==> src/rtl/cpu_types_pkg.sv <==
// Shared pipeline types for the 5-stage core: hazard sequencer state encoding and register-select type.
// Latency: n/a (types and constants only).
// Backpressure: n/a.
package cpu_types_pkg;

  // Register-select width used across the core.
  localparam int REGBITS_W = 5;

  typedef logic [REGBITS_W-1:0] regbits_t;

  // Hazard control unit sequencer states. The encoding is visible on state_o for debug.
  typedef enum logic [1:0] {
    RUN     = 2'd0,
    MEMWAIT = 2'd1,
    DRAIN   = 2'd2,
    HALTED  = 2'd3
  } hcu_state_t;

endpackage

==> src/rtl/hazard_control_unit_if.sv <==
// Hazard sequencer bundle: pipeline hazard status in, latch/PC control out.
// Latency: n/a (wires only).
// Backpressure: n/a. The slave modport is the sequencer and the master modport is the pipeline.
// Optional HAZARD_PERF_EN adds stall_cnt/flush_cnt performance counters.
interface hazard_control_unit_if #(
  parameter int REG_W  = 5,
  parameter int PERF_W = 32
);
  // Pipeline status
  logic             ihit;
  logic             dhit;
  logic             dmemREN_mem;
  logic             dmemWEN_mem;
  logic             memread_ex;
  logic [REG_W-1:0] wsel_ex;
  logic [REG_W-1:0] rsel1_id;
  logic [REG_W-1:0] rsel2_id;
  logic             uses_rt_id;
  logic             branch_taken_mem;
  logic             jump_ex;
  logic             halt_wb;
  logic             dflush_done;
  // Sequencer controls
  logic             pc_en;
  logic             en_ifid;
  logic             en_idex;
  logic             en_exmem;
  logic             en_memwb;
  logic             flush_ifid;
  logic             flush_idex;
  logic             flush_exmem;
  logic             dflush_req;
  logic             halt;
  logic [1:0]       state_o;
`ifdef HAZARD_PERF_EN
  logic [PERF_W-1:0] stall_cnt;
  logic [PERF_W-1:0] flush_cnt;
`endif

  modport slave (
    input  ihit, dhit, dmemREN_mem, dmemWEN_mem, memread_ex, wsel_ex,
           rsel1_id, rsel2_id, uses_rt_id, branch_taken_mem, jump_ex,
           halt_wb, dflush_done,
    output pc_en, en_ifid, en_idex, en_exmem, en_memwb,
           flush_ifid, flush_idex, flush_exmem, dflush_req, halt, state_o
`ifdef HAZARD_PERF_EN
    , output stall_cnt, flush_cnt
`endif
  );

  modport master (
    output ihit, dhit, dmemREN_mem, dmemWEN_mem, memread_ex, wsel_ex,
           rsel1_id, rsel2_id, uses_rt_id, branch_taken_mem, jump_ex,
           halt_wb, dflush_done,
    input  pc_en, en_ifid, en_idex, en_exmem, en_memwb,
           flush_ifid, flush_idex, flush_exmem, dflush_req, halt, state_o
`ifdef HAZARD_PERF_EN
    , input stall_cnt, flush_cnt
`endif
  );

endinterface

==> src/rtl/hazard_control_unit_detect.sv <==
// Combinational hazard terms: dcache wait, load-use dependency and control-flow redirect.
// Latency: 0 cycles (pure combinational).
// Backpressure: none. The terms are consumed by the sequencer in the same cycle.
// Ports: MEM-stage access/dhit, EX load and destination, ID sources, redirect sources in; memwait/loaduse/redirect out.
module hazard_detect #(
  parameter int REG_W = 5
) (
  input  logic             dhit,
  input  logic             dmemREN_mem,
  input  logic             dmemWEN_mem,
  input  logic             memread_ex,
  input  logic [REG_W-1:0] wsel_ex,
  input  logic [REG_W-1:0] rsel1_id,
  input  logic [REG_W-1:0] rsel2_id,
  input  logic             uses_rt_id,
  input  logic             branch_taken_mem,
  input  logic             jump_ex,
  output logic             memwait,
  output logic             loaduse,
  output logic             redirect
);

  assign memwait = (dmemREN_mem | dmemWEN_mem) & ~dhit;

  // Writes to $zero are discarded, so a load targeting it never creates a dependency.
  assign loaduse = memread_ex & (wsel_ex != '0) &
                   ((wsel_ex == rsel1_id) | (uses_rt_id & (wsel_ex == rsel2_id)));

  assign redirect = branch_taken_mem | jump_ex;

endmodule

==> src/rtl/hazard_control_unit.sv <==
// Pipeline sequencer: stall/freeze/flush/halt control for IF/ID, ID/EX, EX/MEM, MEM/WB and the PC.
// Latency: controls are combinational from state and inputs. The state advances one cycle per edge.
// Backpressure: a dcache wait freezes every latch, and the HALT drain waits on dflush_done.
// Ports: CLK, RST (synchronous, active-high), hif (slave modport of hazard_control_unit_if).
// Optional HAZARD_PERF_EN adds the stall_cnt/flush_cnt saturating counters.
module hazard_control_unit
  import cpu_types_pkg::*;
#(
  parameter int REG_W  = 5,
  parameter int PERF_W = 32
) (
  input  logic                  CLK,
  input  logic                  RST,
  hazard_control_unit_if.slave  hif
);

  hcu_state_t state, state_n;

  logic memwait, loaduse, redirect;
  logic apply_run;
  logic pc_en, en_ifid, en_idex, en_exmem, en_memwb;
  logic flush_ifid, flush_idex, flush_exmem;
  logic dflush_req, halt;

  hazard_detect #(.REG_W(REG_W)) u_detect (
    .dhit             (hif.dhit),
    .dmemREN_mem      (hif.dmemREN_mem),
    .dmemWEN_mem      (hif.dmemWEN_mem),
    .memread_ex       (hif.memread_ex),
    .wsel_ex          (hif.wsel_ex),
    .rsel1_id         (hif.rsel1_id),
    .rsel2_id         (hif.rsel2_id),
    .uses_rt_id       (hif.uses_rt_id),
    .branch_taken_mem (hif.branch_taken_mem),
    .jump_ex          (hif.jump_ex),
    .memwait          (memwait),
    .loaduse          (loaduse),
    .redirect         (redirect)
  );

  always_ff @(posedge CLK) begin
    if (RST) state <= RUN;
    else     state <= state_n;
  end

  always_comb begin
    state_n     = state;
    apply_run   = 1'b0;
    pc_en       = 1'b0;
    en_ifid     = 1'b0;
    en_idex     = 1'b0;
    en_exmem    = 1'b0;
    en_memwb    = 1'b0;
    flush_ifid  = 1'b0;
    flush_idex  = 1'b0;
    flush_exmem = 1'b0;
    dflush_req  = 1'b0;
    halt        = 1'b0;

    case (state)
      RUN: begin
        if (hif.halt_wb) begin
          dflush_req = 1'b1;
          state_n    = DRAIN;
        end else if (memwait) begin
          state_n = MEMWAIT;
        end else begin
          apply_run = 1'b1;
        end
      end
      MEMWAIT: begin
        // The frozen latches hold every input, so when the access completes the
        // pending redirect/load-use/fetch decisions are resolved in this same cycle.
        if (!memwait) begin
          apply_run = 1'b1;
          state_n   = RUN;
        end
      end
      DRAIN: begin
        // dflush_done is only looked at from here, so a done pulse coincident with
        // halt_wb (the entry cycle) is never mistaken for completion.
        dflush_req = 1'b1;
        if (hif.dflush_done) state_n = HALTED;
      end
      HALTED: begin
        halt = 1'b1;
      end
      default: state_n = RUN;
    endcase

    if (apply_run) begin
      if (redirect) begin
        // A taken branch in MEM is older than a jump in EX, so it additionally squashes EX/MEM.
        pc_en       = 1'b1;
        en_ifid     = 1'b1;
        en_idex     = 1'b1;
        en_exmem    = 1'b1;
        en_memwb    = 1'b1;
        flush_ifid  = 1'b1;
        flush_idex  = 1'b1;
        flush_exmem = hif.branch_taken_mem;
      end else if (loaduse) begin
        // Hold PC and IF/ID and inject one bubble into ID/EX. The load moves on to MEM
        // next cycle, so the dependency clears without further tracking.
        en_idex    = 1'b1;
        en_exmem   = 1'b1;
        en_memwb   = 1'b1;
        flush_idex = 1'b1;
      end else if (!hif.ihit) begin
        en_ifid    = 1'b1;
        en_idex    = 1'b1;
        en_exmem   = 1'b1;
        en_memwb   = 1'b1;
        flush_ifid = 1'b1;
      end else begin
        pc_en    = 1'b1;
        en_ifid  = 1'b1;
        en_idex  = 1'b1;
        en_exmem = 1'b1;
        en_memwb = 1'b1;
      end
    end

    if (RST) begin
      state_n     = RUN;
      pc_en       = 1'b0;
      en_ifid     = 1'b0;
      en_idex     = 1'b0;
      en_exmem    = 1'b0;
      en_memwb    = 1'b0;
      flush_ifid  = 1'b0;
      flush_idex  = 1'b0;
      flush_exmem = 1'b0;
      dflush_req  = 1'b0;
      halt        = 1'b0;
    end
  end

  assign hif.pc_en       = pc_en;
  assign hif.en_ifid     = en_ifid;
  assign hif.en_idex     = en_idex;
  assign hif.en_exmem    = en_exmem;
  assign hif.en_memwb    = en_memwb;
  assign hif.flush_ifid  = flush_ifid;
  assign hif.flush_idex  = flush_idex;
  assign hif.flush_exmem = flush_exmem;
  assign hif.dflush_req  = dflush_req;
  assign hif.halt        = halt;
  assign hif.state_o     = state;

`ifdef HAZARD_PERF_EN
  localparam logic [PERF_W-1:0] CNT_ONE = {{(PERF_W-1){1'b0}}, 1'b1};

  logic [PERF_W-1:0] stall_cnt_q, flush_cnt_q;
  logic              stall_inc, flush_inc;

  assign stall_inc = ((state == RUN) || (state == MEMWAIT)) && !pc_en;
  assign flush_inc = flush_ifid | flush_idex | flush_exmem;

  always_ff @(posedge CLK) begin
    if (RST) begin
      stall_cnt_q <= '0;
      flush_cnt_q <= '0;
    end else if (state != HALTED) begin
      if (stall_inc && (stall_cnt_q != '1)) stall_cnt_q <= stall_cnt_q + CNT_ONE;
      if (flush_inc && (flush_cnt_q != '1)) flush_cnt_q <= flush_cnt_q + CNT_ONE;
    end
  end

  assign hif.stall_cnt = stall_cnt_q;
  assign hif.flush_cnt = flush_cnt_q;
`endif

endmodule

==> src/flat_wrapper.sv <==
// flat-port wrapper written by rule: the top's interface ports become plain ports
module hazard_control_unit_flat import cpu_types_pkg::*;
#(
  parameter int REG_W  = 5,
  parameter int PERF_W = 32
)
  (CLK, RST, hif_ihit, hif_dhit, hif_dmemREN_mem, hif_dmemWEN_mem, hif_memread_ex, hif_wsel_ex, hif_rsel1_id, hif_rsel2_id, hif_uses_rt_id, hif_branch_taken_mem, hif_jump_ex, hif_halt_wb, hif_dflush_done, hif_pc_en, hif_en_ifid, hif_en_idex, hif_en_exmem, hif_en_memwb, hif_flush_ifid, hif_flush_idex, hif_flush_exmem, hif_dflush_req, hif_halt, hif_state_o);
  hazard_control_unit_if #(.REG_W(REG_W), .PERF_W(PERF_W)) hif_i ();
  input  logic CLK;
  input  logic RST;
  input wire logic [$bits(hif_i.ihit)-1:0] hif_ihit;
  input wire logic [$bits(hif_i.dhit)-1:0] hif_dhit;
  input wire logic [$bits(hif_i.dmemREN_mem)-1:0] hif_dmemREN_mem;
  input wire logic [$bits(hif_i.dmemWEN_mem)-1:0] hif_dmemWEN_mem;
  input wire logic [$bits(hif_i.memread_ex)-1:0] hif_memread_ex;
  input wire logic [$bits(hif_i.wsel_ex)-1:0] hif_wsel_ex;
  input wire logic [$bits(hif_i.rsel1_id)-1:0] hif_rsel1_id;
  input wire logic [$bits(hif_i.rsel2_id)-1:0] hif_rsel2_id;
  input wire logic [$bits(hif_i.uses_rt_id)-1:0] hif_uses_rt_id;
  input wire logic [$bits(hif_i.branch_taken_mem)-1:0] hif_branch_taken_mem;
  input wire logic [$bits(hif_i.jump_ex)-1:0] hif_jump_ex;
  input wire logic [$bits(hif_i.halt_wb)-1:0] hif_halt_wb;
  input wire logic [$bits(hif_i.dflush_done)-1:0] hif_dflush_done;
  output wire logic [$bits(hif_i.pc_en)-1:0] hif_pc_en;
  output wire logic [$bits(hif_i.en_ifid)-1:0] hif_en_ifid;
  output wire logic [$bits(hif_i.en_idex)-1:0] hif_en_idex;
  output wire logic [$bits(hif_i.en_exmem)-1:0] hif_en_exmem;
  output wire logic [$bits(hif_i.en_memwb)-1:0] hif_en_memwb;
  output wire logic [$bits(hif_i.flush_ifid)-1:0] hif_flush_ifid;
  output wire logic [$bits(hif_i.flush_idex)-1:0] hif_flush_idex;
  output wire logic [$bits(hif_i.flush_exmem)-1:0] hif_flush_exmem;
  output wire logic [$bits(hif_i.dflush_req)-1:0] hif_dflush_req;
  output wire logic [$bits(hif_i.halt)-1:0] hif_halt;
  output wire logic [$bits(hif_i.state_o)-1:0] hif_state_o;
  assign hif_i.ihit = hif_ihit;
  assign hif_i.dhit = hif_dhit;
  assign hif_i.dmemREN_mem = hif_dmemREN_mem;
  assign hif_i.dmemWEN_mem = hif_dmemWEN_mem;
  assign hif_i.memread_ex = hif_memread_ex;
  assign hif_i.wsel_ex = hif_wsel_ex;
  assign hif_i.rsel1_id = hif_rsel1_id;
  assign hif_i.rsel2_id = hif_rsel2_id;
  assign hif_i.uses_rt_id = hif_uses_rt_id;
  assign hif_i.branch_taken_mem = hif_branch_taken_mem;
  assign hif_i.jump_ex = hif_jump_ex;
  assign hif_i.halt_wb = hif_halt_wb;
  assign hif_i.dflush_done = hif_dflush_done;
  assign hif_pc_en = hif_i.pc_en;
  assign hif_en_ifid = hif_i.en_ifid;
  assign hif_en_idex = hif_i.en_idex;
  assign hif_en_exmem = hif_i.en_exmem;
  assign hif_en_memwb = hif_i.en_memwb;
  assign hif_flush_ifid = hif_i.flush_ifid;
  assign hif_flush_idex = hif_i.flush_idex;
  assign hif_flush_exmem = hif_i.flush_exmem;
  assign hif_dflush_req = hif_i.dflush_req;
  assign hif_halt = hif_i.halt;
  assign hif_state_o = hif_i.state_o;
  hazard_control_unit #(.REG_W(REG_W), .PERF_W(PERF_W)) u_core (.CLK(CLK), .RST(RST), .hif(hif_i));
endmodule
==> config.mk <==
export PLATFORM = sky130hd
export DESIGN_NAME = hazard_control_unit_flat
export DESIGN_NICKNAME = d
export VERILOG_FILES = /design/src/rtl/cpu_types_pkg.sv /design/src/rtl/hazard_control_unit_if.sv /design/src/rtl/hazard_control_unit_detect.sv /design/src/rtl/hazard_control_unit.sv /design/src/flat_wrapper.sv
export SDC_FILE = /design/constraint.sdc
export NUM_CORES = 1
export LEC_CHECK = 0
export ABC_AREA = 1
export CAP_MARGIN = 20
export CORE_MARGIN = 1.5
export CORE_UTILIZATION = 33
export DETAILED_ROUTE_END_ITERATION = 10
export PLACE_DENSITY = 0.87
export SLEW_MARGIN = 20
export SYNTH_ARGS = -nofsm -noshare
export SYNTH_HDL_FRONTEND = slang
export SYNTH_SLANG_ARGS = --single-unit
export TNS_END_PERCENT = 20
==> constraint.sdc <==
create_clock -name CLK -period 1.5 [get_ports CLK]
set_input_delay 0.3 -clock CLK [delete_from_list [all_inputs] [get_ports CLK]]
set_output_delay 0.3 -clock CLK [all_outputs]
set_load 0.02 [all_outputs]
==> flow_metrics.tcl, run 1 <==
set metrics [dict create \
    cts_max_level 1 \
    die_y_um 42.8 \
    worstPathRequired_ps 1200 \
    port-buffer-count 38 \
    finalSetupViolCount 10 \
    synth_top_family_by_area "simple AND/OR/NAND/NOR gates" \
    failed_checks "negative setup slack" \
    dp_hpwl_mm 1.29 \
    critPathMaxFanout 3 \
    netlist_top_cells_area "nand2_1 (25%), inv_1 (17%), ha_1 (12%), nor2_1 (11%), dfxtp_1 (7.7%)" \
    synth_top_area_share 0.252 \
    yosysSeqAreaShare 0.0767 \
    final_util 0.698 \
    routed_wl_mm 1.65 \
    route.met2.wl_um 937 \
    yosysUniqueCellTypes 19 \
    synth_fa_ha_area_frac 0.120 \
    hold_depth 5 \
    synth_warnings 0 \
    critPathCaptureType "output port" \
    timing.fmax_mhz 585 \
    top_layer_used "met4" \
    drive_gt1_frac 0.361 \
    drt-initial-drc-count 4 \
    area_delta_synth_final_pct 99.3 \
    seqPwrFrac 0.088 \
    first_global_vias 739 \
    synth_fp_nets 136 \
    syn_area_um2 522 \
    reg2reg_depth 9 \
    synth-seq-cells 2 \
    core-area_um2 1490 \
    path_cells "inv_4 > ha_4 > nand2_2 > inv_2 > o21ai_4 > nor2_4 > a21boi_2 > buf_4" \
    synth_compound_area_frac 0.108 \
    initial_utilization 0.350 \
    slew_viol_final 0 \
    clock-sinks 2 \
    post-route-period-util 1.14 \
    numCtsBuffers 3 \
    vias 768 \
    vias_per_cell 4.49 \
    pin_count 39 \
    power.density_nw_per_um2 1210 \
    synth_top_cell_by_area "nand2_1" \
    setup_ws_ps -208 \
    setup.worst_path.start_class "flip-flop" \
    final_common_cell "nand2_1" \
    post-place-ws_ps -853 \
    gp_congestion 0.827 \
    combPwrFrac 0.813 \
    nets 189 \
    ir_drop_mv 0.838 \
    p_switching_w 0.000587 \
    hp-class "in2reg" \
    p_int_w 0.000675 \
    largest_register_ffs 2 \
    drv_cap 0 \
    antennaDiodeCount 0 \
    slowest_delay_ps 340 \
    die_w_um 42.8 \
    syn_inst 104 \
    path_class "reg2out" \
    slew_headroom 0.781 \
    overflow 0 \
    synth_xor_area_frac 0.0168 \
    yosys.area_share.simple 0.463 \
    grt_pass1_wl_mm 2.86 \
    clk-insertion-delay-late_ps 230 \
    tritoncts "done" \
    muxShareOfSynthArea 0 \
    status "finished, violations left" \
    grt_max_degree 5 \
    worst_pin_slew_ps 327 \
    leakage_nw 0.609 \
    drc_errors 0 \
    die_area_um2 1830 \
    fin_skew_ps 4.06 \
    clockRootBuffer "clkbuf_4" \
    tns_ps -1530 \
    fin_hold_ws_ps 653 \
    grt_antenna_before_repair 0 \
    cp.arrival_ps 1410 \
    wl_met3_um 88 \
    switching_share 0.465 \
    grt_usage 0.206 \
    wl_met1_um 606 \
    rows 14 \
    syn_area_per_cell_um2 5.02 \
    rsz0062_at_grt "true" \
    fin_cells 171 \
    crit_slowest_cell "dfxtp_2" \
    dp.cells 164 \
    post-route-min-period_ps 1710 \
    clkSlewWorstSetupHoldPaths_ps 30 \
    clk_path_buf_depth 2 \
    drtAntennaViolNets 0 \
    drt_pass1_iterations 4 \
    final_cell_mix "nand2_1 (34), inv_1 (18), dlygate4sd2_1 (18)" \
    p_clk_frac 0.099 \
    finalHoldViolations 0 \
    wl_per_cell_um 9.65 \
]
metal layers:
metal  global-route usage  up-vias
met5                    0        -
met4               0.0938        0
met3               0.0170        2
met2                0.424       25
met1                0.196      336
li1                     -      405
through the flow:
step / area [um2] / power, W
floorplan: 538 / 0.000565
global placement: 983 / 0.000923
detailed placement: 983 / 0.000950
CTS: 995 / 0.00113
global route: 1040 / 0.00138
finish: 1040 / 0.00126
worst max-delay path, delay by kind of cell (launching register included):
family,cells,cell delay (ps)
and+or+nand+nor,2,110
DFF,1,340
adders and majority gates,1,160
AOI/OAI and AO/OA,2,310
buffers and inverters,3,260
cell usage after synthesis:
| cell | instances |
|---|---|
| dfxtp_1 | 2 |
| o211ai_1 | 1 |
| o21ai_1 | 1 |
| ha_1 | 5 |
| nor3b_1 | 1 |
| a21oi_1 | 2 |
| buf_4 | 2 |
| nand4_1 | 1 |
| nand2_1 | 35 |
| o21bai_2 | 1 |
| nand3_1 | 3 |
| inv_1 | 23 |
| inv_2 | 3 |
| xnor2_1 | 1 |
| o21ai_0 | 3 |
| nor2_1 | 15 |
| nand2_2 | 1 |
| nor2_2 | 3 |
| a21boi_1 | 1 |
cell type report:
| class | instances | area, um2 |
|---|---|---|
| multi-input cells | 74 | 458 |
| fillers | 139 | 449 |
| repair buffers | 50 | 397 |
| inverters | 26 | 100 |
| flip-flops and latches | 2 | 42.5 |
| clock buffers | 3 | 22.5 |
| well taps | 16 | 20.0 |
kinds of logic (layout without fill, tap and decap cells):
logic type | count (synthesis) | after routing
AOI/OAI and AO/OA | 9 | 9
xor gates and xnor gates | 1 | 1
adders and majority gates | 5 | 5
buffers and inverters | 28 | 79
DFF | 2 | 2
and+or+nand+nor | 59 | 59
path summary, 6_finish.rpt:
| check | slack, ps | end | from |
|---|---|---|---|
| setup reg to reg | 30 | u_core.hif.state_o[0] | u_core.hif.state_o[0] |
| hold / removal | 650 | u_core.hif.state_o[0] | hif_halt_wb |
| setup / recovery | -210 | hif_flush_idex | u_core.hif.state_o[1] |
| hold reg to reg | 670 | u_core.hif.state_o[1] | u_core.hif.state_o[1] |
repair_timing:
action	CTS	global route
hold buffers	0	0
pin swaps	15	11
endpoints found under the setup margin	12	10
buffers inserted	1	3
resized for setup	83	20
power groups by stage:
stage               clock [W]  combinational, W  sequential [W]
finish               0.000125           0.00103        0.000111
global route         0.000130           0.00113        0.000114
CTS                  0.000130          0.000893        0.000105
detailed placement          0          0.000850        0.000101
global placement            0          0.000824       0.0000994
floorplan                   0          0.000412        0.000153
No activity file was read; power rests on OpenSTA's default activity.
==> run 2: changes to the inputs <==
--- a/config.mk
+++ b/config.mk
@@ -10,6 +10,7 @@
 export CORE_MARGIN = 1.5
 export CORE_UTILIZATION = 33
 export DETAILED_ROUTE_END_ITERATION = 10
+export MAX_ROUTING_LAYER = met4
 export PLACE_DENSITY = 0.87
 export SLEW_MARGIN = 20
 export SYNTH_ARGS = -nofsm -noshare
==> run 2 against run 1 <==
Effect of this change: design area unchanged; the run still ends with negative setup slack left; first-iteration DRC count rose by 75%; critical path type unchanged; maximum frequency up 0.13%; critical path depth is the same; register-to-register slack hardly changed; cell count is the same; combinational power about the same; core utilization unchanged; worst setup slack improved by 2.3 ps.
==> flow_metrics.tcl, run 2 (synthesis gave the netlist of run 1 again) <==
set metrics [dict create \
    status "finished, violations left" \
    failed_checks "negative setup slack" \
    clkSlewWorstSetupHoldPaths_ps 30 \
    reg2reg_depth 9 \
    first_global_vias 738 \
    clock-sinks 2 \
    timing.fmax_mhz 586 \
    hp-class "in2reg" \
    rsz0062_at_grt "true" \
    dp.cells 164 \
    fin_hold_ws_ps 655 \
    multi_input_area_um2 458 \
    hold_depth 5 \
    drc_errors 0 \
    setup.worst_path.start_class "flip-flop" \
    worst_pin_slew_ps 328 \
    fin_cells 171 \
    power.density_nw_per_um2 1210 \
    die_y_um 42.8 \
    post-route-period-util 1.14 \
    wl_met3_um 88 \
    setup_ws_ps -206 \
    route.met2.wl_um 932 \
    final_common_cell "nand2_1" \
    path_class "reg2out" \
    seq_area_um2 42.5 \
    rows 14 \
    clockRootBuffer "clkbuf_4" \
    clk-insertion-delay-late_ps 230 \
    pin_count 39 \
    antennaDiodeCount 0 \
    cp.arrival_ps 1410 \
    slew_viol_final 0 \
    nFillCells 139 \
    die_w_um 42.8 \
    top_layer_used "met4" \
    wl_per_cell_um 9.66 \
    grt_usage 0.211 \
    tritoncts "done" \
    final_util 0.698 \
    overflow 0 \
    crit_slowest_cell "dfxtp_2" \
    grt_antenna_before_repair 0 \
    port-buffer-count 38 \
    routed_wl_mm 1.65 \
    clk_path_buf_depth 2 \
    drt-initial-drc-count 7 \
    finalSetupViolCount 10 \
    slew_headroom 0.781 \
    grt_max_degree 5 \
    dp_hpwl_mm 1.29 \
    drtAntennaViolNets 0 \
    worstPathRequired_ps 1200 \
    wl_met1_um 608 \
    drive_gt1_frac 0.361 \
    cts_max_level 1 \
    path_cells "inv_4 > ha_4 > nand2_2 > inv_2 > o21ai_4 > nor2_4 > a21boi_2 > buf_4" \
    area_delta_synth_final_pct 99.3 \
    grt_pass1_wl_mm 2.86 \
    post-route-min-period_ps 1710 \
    initial_utilization 0.350 \
    gp_congestion 0.840 \
    core-area_um2 1490 \
    critPathCaptureType "output port" \
    die_area_um2 1830 \
    critPathMaxFanout 3 \
    slowest_delay_ps 340 \
    largest_register_ffs 2 \
    fin_skew_ps 2.83 \
    final_cell_mix "nand2_1 (34), inv_1 (18), dlygate4sd2_1 (18)" \
    drv_cap 0 \
    vias 773 \
    nets 189 \
    drt_pass1_iterations 4 \
    vias_per_cell 4.52 \
    ir_drop_mv 0.835 \
    leakage_nw 0.609 \
    numCtsBuffers 3 \
    finalHoldViolations 0 \
]
==> run 2: cell counts in the layout (fill, tap and decap cells not counted) <==
No cell type changed its count.
==> run 2: critical path, delay by kind of cell, from the launching register on <==
| kind | cells | cell delay (ps) |
|---|---|---|
| AND/OR/NAND/NOR | 2 | 110 |
| adder cells (fa/ha/maj) | 1 | 160 |
| buffers and inverters | 3 | 260 |
| AO/OA/AOI/OAI | 2 | 310 |
| flip-flops | 1 | 340 |
==> run 2: final cells by class <==
cell class                      count  area share
Multi-Input combinational cell     74       0.440
Inverter                           26      0.0963
Tap cell                           16      0.0193
Sequential cell                     2      0.0409
Timing Repair Buffer               50       0.381
Clock buffer                        3      0.0217
==> run 2: routing by layer <==
layer  track usage  vias up
li1              -      405
met1         0.196      339
met2         0.424       25
met3        0.0170        4
met4        0.0938        0
met5             -        -
==> run 2: power by group <==
part / leakage (nW) / total, W / internal, W / switching (W)
sequential: 0.0172 / 0.000111 / 0.0000878 / 0.0000234
combinational: 0.578 / 0.00103 / 0.000499 / 0.000527
clock: 0.0138 / 0.000124 / 0.0000886 / 0.0000349
==> run 2: metrics by stage <==
| stage | setup WS (ps) | cell area, um2 | setup TNS [ps] | total power (W) |
|---|---|---|---|---|
| 6_report | -206 | 1040 | -1500 | 0.00126 |
| 5_1_grt | -276 | 1040 | -2180 | 0.00137 |
| 4_1_cts | -236 | 995 | -1630 | 0.00113 |
| 3_5_place_dp | -853 | 983 | -7390 | 0.000950 |
| 3_3_place_gp | -822 | 983 | -7040 | 0.000923 |
| 2_1_floorplan | -160 | 538 | -838 | 0.000565 |
==> run 2: worst paths after layout <==
kind / from / endpoint / slack (ps)
worst max-delay path: u_core.hif.state_o[1] / hif_flush_idex / -210
worst min-delay path: hif_halt_wb / u_core.hif.state_o[0] / 660
worst max register to register: u_core.hif.state_o[0] / u_core.hif.state_o[0] / 20
worst min register to register: u_core.hif.state_o[1] / u_core.hif.state_o[1] / 670
==> run 2: what timing repair did <==
action | 4_1_cts | 5_1_grt
setup endpoints to repair | 12 | 10
hold buffers | 0 | 0
pin swaps | 15 | 11
resized for setup | 83 | 20
buffers inserted | 1 | 3
gates cloned | 0 | 0
